File: src/rtl/xgmii_rx_framer.sv
// XGMII receive framer: finds start-of-frame in lane 0 or lane 4, realigns the
// stream to 8-byte beats, strips preamble/SFD and terminate, and produces a
// stream of beats with tlast/tuser.
// Errors and oversize frames are flagged on the final beat.
module xgmii_rx_framer #(
  parameter int MAX_FRAME_BEATS = 192
) (
  input  logic        i_rxc,
  input  logic        i_rx_reset,
  input  logic [63:0] i_rxd,
  input  logic [7:0]  i_rxctl,
  input  logic        i_rx_valid,
  output logic [63:0] o_tdata,
  output logic [7:0]  o_tkeep,
  output logic        o_tvalid,
  output logic        o_tlast,
  output logic        o_tuser
);

  typedef enum logic [1:0] {IDLE, DATA, FLUSH, DISCARD} state_t;

  localparam logic [63:0] START_WORD = 64'hD555_5555_5555_55FB;
  localparam logic [7:0]  START_CTL  = 8'h01;
  localparam logic [7:0]  TERM_CHAR  = 8'hFD;
  // A non-final beat emitted when this many beats are already out would be
  // the last one allowed, so more data behind it means the frame is oversize.
  localparam logic [7:0]  CNT_LIMIT  = 8'(MAX_FRAME_BEATS - 1);

  state_t      state_reg, state_next;
  logic        mode4_reg, mode4_next;
  logic [31:0] prev_data_reg;
  logic [3:0]  prev_ctl_reg;
  logic [63:0] held_data_reg, held_data_next;
  logic [7:0]  held_keep_reg, held_keep_next;
  logic        held_valid_reg, held_valid_next;
  logic [7:0]  cnt_reg, cnt_next;

  logic [63:0] tdata_reg, tdata_next;
  logic [7:0]  tkeep_reg, tkeep_next;
  logic        tvalid_reg, tvalid_next;
  logic        tlast_reg, tlast_next;
  logic        tuser_reg, tuser_next;

  logic [63:0] shift_data;
  logic [7:0]  shift_ctl;
  logic [63:0] a_data;
  logic [7:0]  a_ctl;
  logic        cur_start;
  logic        shift_start;
  logic [2:0]  term_lane;
  logic [7:0]  term_char;
  logic [63:0] part_data;
  logic [7:0]  part_keep;

  logic        emit;
  logic        emit_last;
  logic        emit_user;
  logic        detect;

  // The word straddling the previous upper half and the current lower half.
  assign shift_data = {i_rxd[31:0], prev_data_reg};
  assign shift_ctl  = {i_rxctl[3:0], prev_ctl_reg};

  assign a_data = mode4_reg ? shift_data : i_rxd;
  assign a_ctl  = mode4_reg ? shift_ctl  : i_rxctl;

  assign cur_start   = (i_rxd == START_WORD) && (i_rxctl == START_CTL);
  assign shift_start = (shift_data == START_WORD) && (shift_ctl == START_CTL);

  // Lowest lane of the aligned word that carries a control character.
  always_comb begin
    term_lane = 3'd0;
    for (int i = 7; i >= 0; i--) begin
      if (a_ctl[i]) term_lane = 3'(i);
    end
  end

  assign term_char = a_data[{term_lane, 3'b000} +: 8];

  // Bytes ahead of the terminate lane form the final partial beat; the rest
  // are zeroed so unused lanes never leak onto o_tdata.
  generate
    for (genvar gi = 0; gi < 8; gi++) begin : g_part
      assign part_keep[gi]          = (term_lane > 3'(gi));
      assign part_data[8*gi +: 8]   = part_keep[gi] ? a_data[8*gi +: 8] : 8'h00;
    end
  endgenerate

  // Next-state, held-beat and output decisions.
  always_comb begin
    state_next      = state_reg;
    mode4_next      = mode4_reg;
    held_data_next  = held_data_reg;
    held_keep_next  = held_keep_reg;
    held_valid_next = held_valid_reg;
    cnt_next        = cnt_reg;
    tdata_next      = 64'd0;
    tkeep_next      = 8'd0;
    tvalid_next     = 1'b0;
    tlast_next      = 1'b0;
    tuser_next      = 1'b0;
    emit            = 1'b0;
    emit_last       = 1'b0;
    emit_user       = 1'b0;
    detect          = 1'b0;

    case (state_reg)
      IDLE: begin
        detect = i_rx_valid;
      end

      DATA: begin
        if (i_rx_valid) begin
          if (a_ctl == 8'd0) begin
            // Full data beat: push out what is held, keep this one.
            held_data_next  = a_data;
            held_keep_next  = 8'hFF;
            held_valid_next = 1'b1;
            if (held_valid_reg) begin
              emit = 1'b1;
              if (cnt_reg >= CNT_LIMIT) begin
                emit_last       = 1'b1;
                emit_user       = 1'b1;
                held_valid_next = 1'b0;
                state_next      = DISCARD;
              end
            end
          end else if (term_char == TERM_CHAR) begin
            if (term_lane == 3'd0) begin
              // Frame ends on a beat boundary; nothing held means empty frame.
              emit            = held_valid_reg;
              emit_last       = 1'b1;
              held_valid_next = 1'b0;
              state_next      = IDLE;
            end else begin
              // Partial tail: hold it and flush it as the last beat next clock.
              held_data_next  = part_data;
              held_keep_next  = part_keep;
              held_valid_next = 1'b1;
              state_next      = FLUSH;
              if (held_valid_reg) begin
                emit = 1'b1;
                if (cnt_reg >= CNT_LIMIT) begin
                  emit_last       = 1'b1;
                  emit_user       = 1'b1;
                  held_valid_next = 1'b0;
                  state_next      = DISCARD;
                end
              end
            end
          end else begin
            // Unexpected control character: close the frame as errored.
            emit            = held_valid_reg;
            emit_last       = 1'b1;
            emit_user       = 1'b1;
            held_valid_next = 1'b0;
            state_next      = IDLE;
          end
        end
      end

      FLUSH: begin
        emit            = held_valid_reg;
        emit_last       = 1'b1;
        held_valid_next = 1'b0;
        state_next      = IDLE;
        detect          = i_rx_valid;
      end

      DISCARD: begin
        if (i_rx_valid && (i_rxctl != 8'd0)) begin
          state_next = IDLE;
          detect     = 1'b1;
        end
      end

      default: begin
        state_next = IDLE;
      end
    endcase

    if (emit) begin
      tvalid_next = 1'b1;
      tdata_next  = held_data_reg;
      tkeep_next  = held_keep_reg;
      tlast_next  = emit_last;
      tuser_next  = emit_user;
      cnt_next    = (cnt_reg == 8'hFF) ? cnt_reg : cnt_reg + 8'd1;
    end

    // Start detection; lane 0 alignment takes precedence over lane 4.
    if (detect && (cur_start || shift_start)) begin
      state_next      = DATA;
      mode4_next      = !cur_start;
      cnt_next        = 8'd0;
      held_valid_next = 1'b0;
    end
  end

  // Framer state, alignment history and held beat.
  always_ff @(posedge i_rxc or posedge i_rx_reset) begin
    if (i_rx_reset) begin
      state_reg      <= IDLE;
      mode4_reg      <= 1'b0;
      prev_data_reg  <= 32'd0;
      prev_ctl_reg   <= 4'd0;
      held_data_reg  <= 64'd0;
      held_keep_reg  <= 8'd0;
      held_valid_reg <= 1'b0;
      cnt_reg        <= 8'd0;
    end else begin
      state_reg      <= state_next;
      mode4_reg      <= mode4_next;
      held_data_reg  <= held_data_next;
      held_keep_reg  <= held_keep_next;
      held_valid_reg <= held_valid_next;
      cnt_reg        <= cnt_next;
      if (i_rx_valid) begin
        prev_data_reg <= i_rxd[63:32];
        prev_ctl_reg  <= i_rxctl[7:4];
      end
    end
  end

  // Registered output beat.
  always_ff @(posedge i_rxc or posedge i_rx_reset) begin
    if (i_rx_reset) begin
      tdata_reg  <= 64'd0;
      tkeep_reg  <= 8'd0;
      tvalid_reg <= 1'b0;
      tlast_reg  <= 1'b0;
      tuser_reg  <= 1'b0;
    end else begin
      tdata_reg  <= tdata_next;
      tkeep_reg  <= tkeep_next;
      tvalid_reg <= tvalid_next;
      tlast_reg  <= tlast_next;
      tuser_reg  <= tuser_next;
    end
  end

  assign o_tdata  = tdata_reg;
  assign o_tkeep  = tkeep_reg;
  assign o_tvalid = tvalid_reg;
  assign o_tlast  = tlast_reg;
  assign o_tuser  = tuser_reg;

endmodule

File: config.mk
export PLATFORM = sky130hd
export DESIGN_NAME = xgmii_rx_framer
export DESIGN_NICKNAME = d
export VERILOG_FILES = /design/src/rtl/xgmii_rx_framer.sv
export SDC_FILE = /design/constraint.sdc
export NUM_CORES = 1
export LEC_CHECK = 0
export BUFFER_PORTS_ARGS = -buffer_cell sky130_fd_sc_hd__buf_2
export CORE_MARGIN = 3
export CORE_UTILIZATION = 58
export CTS_CLUSTER_SIZE = 12
export DETAILED_ROUTE_END_ITERATION = 12
export PLACE_DENSITY_LB_ADDON = 0.15
export RECOVER_POWER = 25
export SYNTH_ARGS = -nofsm -noshare
export SYNTH_HDL_FRONTEND = slang
export SYNTH_SLANG_ARGS = --single-unit
File: constraint.sdc
create_clock -name i_rxc -period 17.7 [get_ports i_rxc]
set_clock_uncertainty 0.15 [all_clocks]
set_input_delay 0.885 -clock i_rxc [delete_from_list [all_inputs] [get_ports i_rxc]]
set_output_delay 0.885 -clock i_rxc [all_outputs]
set_load 0.01 [all_outputs]
==> results.sh <==
export IMPL_status="complete, but fails checks"
export IMPL_violations="max-capacitance violations, max-slew violations"
export IMPL_clk_pin_slew_ns=0.07
export IMPL_start_kind="input port"
export IMPL_min_path_cells=1
export IMPL_num_vias=6605
export IMPL_core_area_mm2=0.0148
export IMPL_postRouteAntennaNets=0
export IMPL_syn_nets=819
export IMPL_timing_slew_headroom_pct=-249
export IMPL_setup_viol=0
export IMPL_grt_pass1_vias=6675
export IMPL_max_stage_delay_ns=2.88
export IMPL_drcViolationCount=0
export IMPL_yosys_register_bits=195
export IMPL_cp_max_fo=123
export IMPL_slew_viol_final=124
export IMPL_ys_types=68
export IMPL_clkSinkCount=195
export IMPL_fp_dieH_um=130
export IMPL_io_buffers=149
export IMPL_worst_slew_pin_slew_ns=5.20
export IMPL_gp_congestion=0.940
export IMPL_arrival_ns=3.91
export IMPL_timing_hold_ws_ns=0.316
export IMPL_placed_cells=1040
export IMPL_grt_pass1_wl_mm=36.2
export IMPL_post_cts_buffers=0
export IMPL_cp_required_ns=16.57
export IMPL_synth_area_per_cell_um2=12.1
export IMPL_end_kind="async pin"
export IMPL_path_depth=2
export IMPL_htree_levels=4
export IMPL_routed_via_density=6.16
export IMPL_drt_first_pass_iters=5
export IMPL_routed_wl_mm=23.0
export IMPL_diodes=0
export IMPL_ys_async_sr_fraction_pct=100
export IMPL_fin_crit_sh_pct=28.4
export IMPL_power_density_mw_per_mm2=88.0
export IMPL_hp_class="flip-flop to flip-flop"
export IMPL_wl_per_cell_um=21.4
export IMPL_max_freq_ghz=0.199
export IMPL_rsz0062_at_grt="no"
export IMPL_path_cells="buf_2, clkinvlp_2"
export IMPL_synth_edf_count=0
export IMPL_ios=150
export IMPL_syn_to_final_growth_pct=15.8
export IMPL_clk_path_buf_depth=2
export IMPL_ir_worst_vdd_mv=0.0642
export IMPL_fillers=1060
export IMPL_grt_overflow_total=0
export IMPL_synth_top_flop_cell="dfrtp_1"
export IMPL_numCtsBuffers=17
export IMPL_cts_tree="built"
export IMPL_finalNonFillerCells=1072
export IMPL_fin_crit_ns=5.03
export IMPL_start_util_pct=60.6
export IMPL_critical_path_buf_inv_count=2
export IMPL_clockRootBuffer="clkbuf_16"
export IMPL_crit_type="input port to async pin"
export IMPL_hpwl_mm=16.6
export IMPL_final_hold_viol_count=0
export IMPL_r2r_cells=9
export IMPL_ys_seq_area_share_pct=54.4
export IMPL_clk_latency_ns=0.43
export IMPL_drive_gt1_share_pct=28.4
export IMPL_ys_warn_count=0
export IMPL_postPlaceCellArea_mm2=0.00979
export IMPL_drtIter0Drc=504
export IMPL_grt_max_degree=124
export IMPL_final_area_mm2=0.0104
export IMPL_finalNetCount=955
export IMPL_cap_violations=1
export IMPL_hold_buffers=0
export IMPL_antenna_found_initial=0
export IMPL_synthesis_area_mm2=0.00897
export IMPL_syn_instance_count=739
export IMPL_slowest_stage="clkinvlp_2"
export IMPL_tns_ns=0
export IMPL_fp_dieArea_mm2=0.0170
export IMPL_placementRows=44
export IMPL_die_w_um=130
export IMPL_cts_repair_resized=0
export IMPL_cp_top_family="buffers and inverters"
export IMPL_grt_usage_pct=27.9
export IMPL_p_leak_nw=5.41
[worst reg2reg max path, delay by kind of cell (launching register included)]
family | cells | cell delay (ns)
flops | 1 | 0.77
mux | 1 | 0.43
simple gates | 4 | 1.11
buf+inv | 2 | 1.46
compound gates | 2 | 0.32
[cell usage after synthesis (3+ instances only)]
library cell / instances / area share, %
buf_2: 11 / 0.61
a211oi_1: 6 / 0.50
nor2_1: 36 / 1.5
mux2_2: 49 / 6.2
nor4_1: 15 / 1.0
nor3b_2: 3 / 0.42
o2bb2ai_1: 24 / 2.3
mux2i_1: 57 / 6.4
buf_1: 4 / 0.17
nand4_1: 21 / 1.5
and3_1: 10 / 0.70
o21ai_0: 9 / 0.50
and2_1: 72 / 5.0
nor4b_1: 6 / 0.59
mux2_1: 22 / 2.8
o211ai_1: 4 / 0.33
a32o_1: 8 / 0.89
nand3_1: 13 / 0.73
and4b_1: 8 / 0.89
ha_1: 5 / 0.70
nor2b_1: 8 / 0.56
dfrtp_1: 195 / 54
o22ai_1: 4 / 0.28
or4_1: 4 / 0.33
nand2_1: 20 / 0.84
a21oi_1: 7 / 0.39
nor3_1: 24 / 1.3
nand2b_1: 5 / 0.35
buf_6: 5 / 0.63
a22o_1: 8 / 0.78
or3_1: 3 / 0.21
xor2_1: 3 / 0.29
clkbuf_1: 15 / 0.63
inv_1: 10 / 0.42
a31oi_1: 4 / 0.28
[cell type report]
class	count	area, um^2	share of cell area, %
Multi-Input combinational cell	498	3860	37.2
Clock buffer	17	425	4.10
Sequential cell	195	4880	47.0
Timing Repair Buffer	153	776	7.47
Tap cell	184	230	2.22
Inverter	10	38.8	0.374
Clock inverter	15	170	1.64
[placed cells by master (no fill, tap or decap), drive strengths merged, types with 16 or more instances in the layout]
| master | count |
|---|---|
| nor4 | 16 |
| nor2 | 36 |
| nand4 | 22 |
| mux2i | 57 |
| nand2 | 20 |
| and2 | 72 |
| o2bb2ai | 24 |
| mux2 | 71 |
| buf | 153 |
| dfrtp | 195 |
| clkbuf | 17 |
| nor3 | 26 |
[per-stage QoR]
step	util [%]	worst slack (ns)	total power [mW]
after floorplan	-	11.35	0.506
after global placement	66.1	13.40	0.533
after detailed placement	66.1	13.23	0.535
after CTS	70.2	13.35	0.916
after global routing	70.1	11.73	0.943
final	70.1	12.67	0.913
[logic make-up after synthesis]
kind of cell	synth area share, %
AO/OA/AOI/OAI	9.32
XOR/XNOR	0.391
adder cells (fa/ha/maj)	0.698
buffers and inverters	2.54
flip-flops	54.4
multiplexers	15.3
AND/OR/NAND/NOR	17.4
[per-layer routing]
layer  GRT usage [%]  wire [um]  vias up
met2            44.6      10800      277
met1            38.9      10200     3286
met5               0          0        -
li1                -          -     3006
met4            8.71        453        0
met3            5.44       1470       36
[report_power, final]
part | leakage [nW] | total (mW) | internal [mW] | switching [mW]
clock | 0.289 | 0.386 | 0.201 | 0.184
combinational | 2.50 | 0.0639 | 0.0248 | 0.0391
sequential | 2.62 | 0.464 | 0.454 | 0.0101
[path summary, 6_finish.rpt]
path	from	end	slack, ns
min reg2reg	held_keep_reg[0]$_DFFE_PP0P_	held_keep_reg[0]$_DFFE_PP0P_	0.32
max	i_rx_reset	mode4_reg$_DFFE_PP0P_	12.67
min in group asynchronous	i_rx_reset	o_tdata[33]$_DFF_PP0_	1.90
max in group i_rxc	mode4_reg$_DFFE_PP0P_	held_data_reg[0]$_DFFE_PP0P_	13.33
min	held_keep_reg[0]$_DFFE_PP0P_	held_keep_reg[0]$_DFFE_PP0P_	0.32
max reg2reg	mode4_reg$_DFFE_PP0P_	held_data_reg[0]$_DFFE_PP0P_	13.33
(Power assumes the default switching activity.)
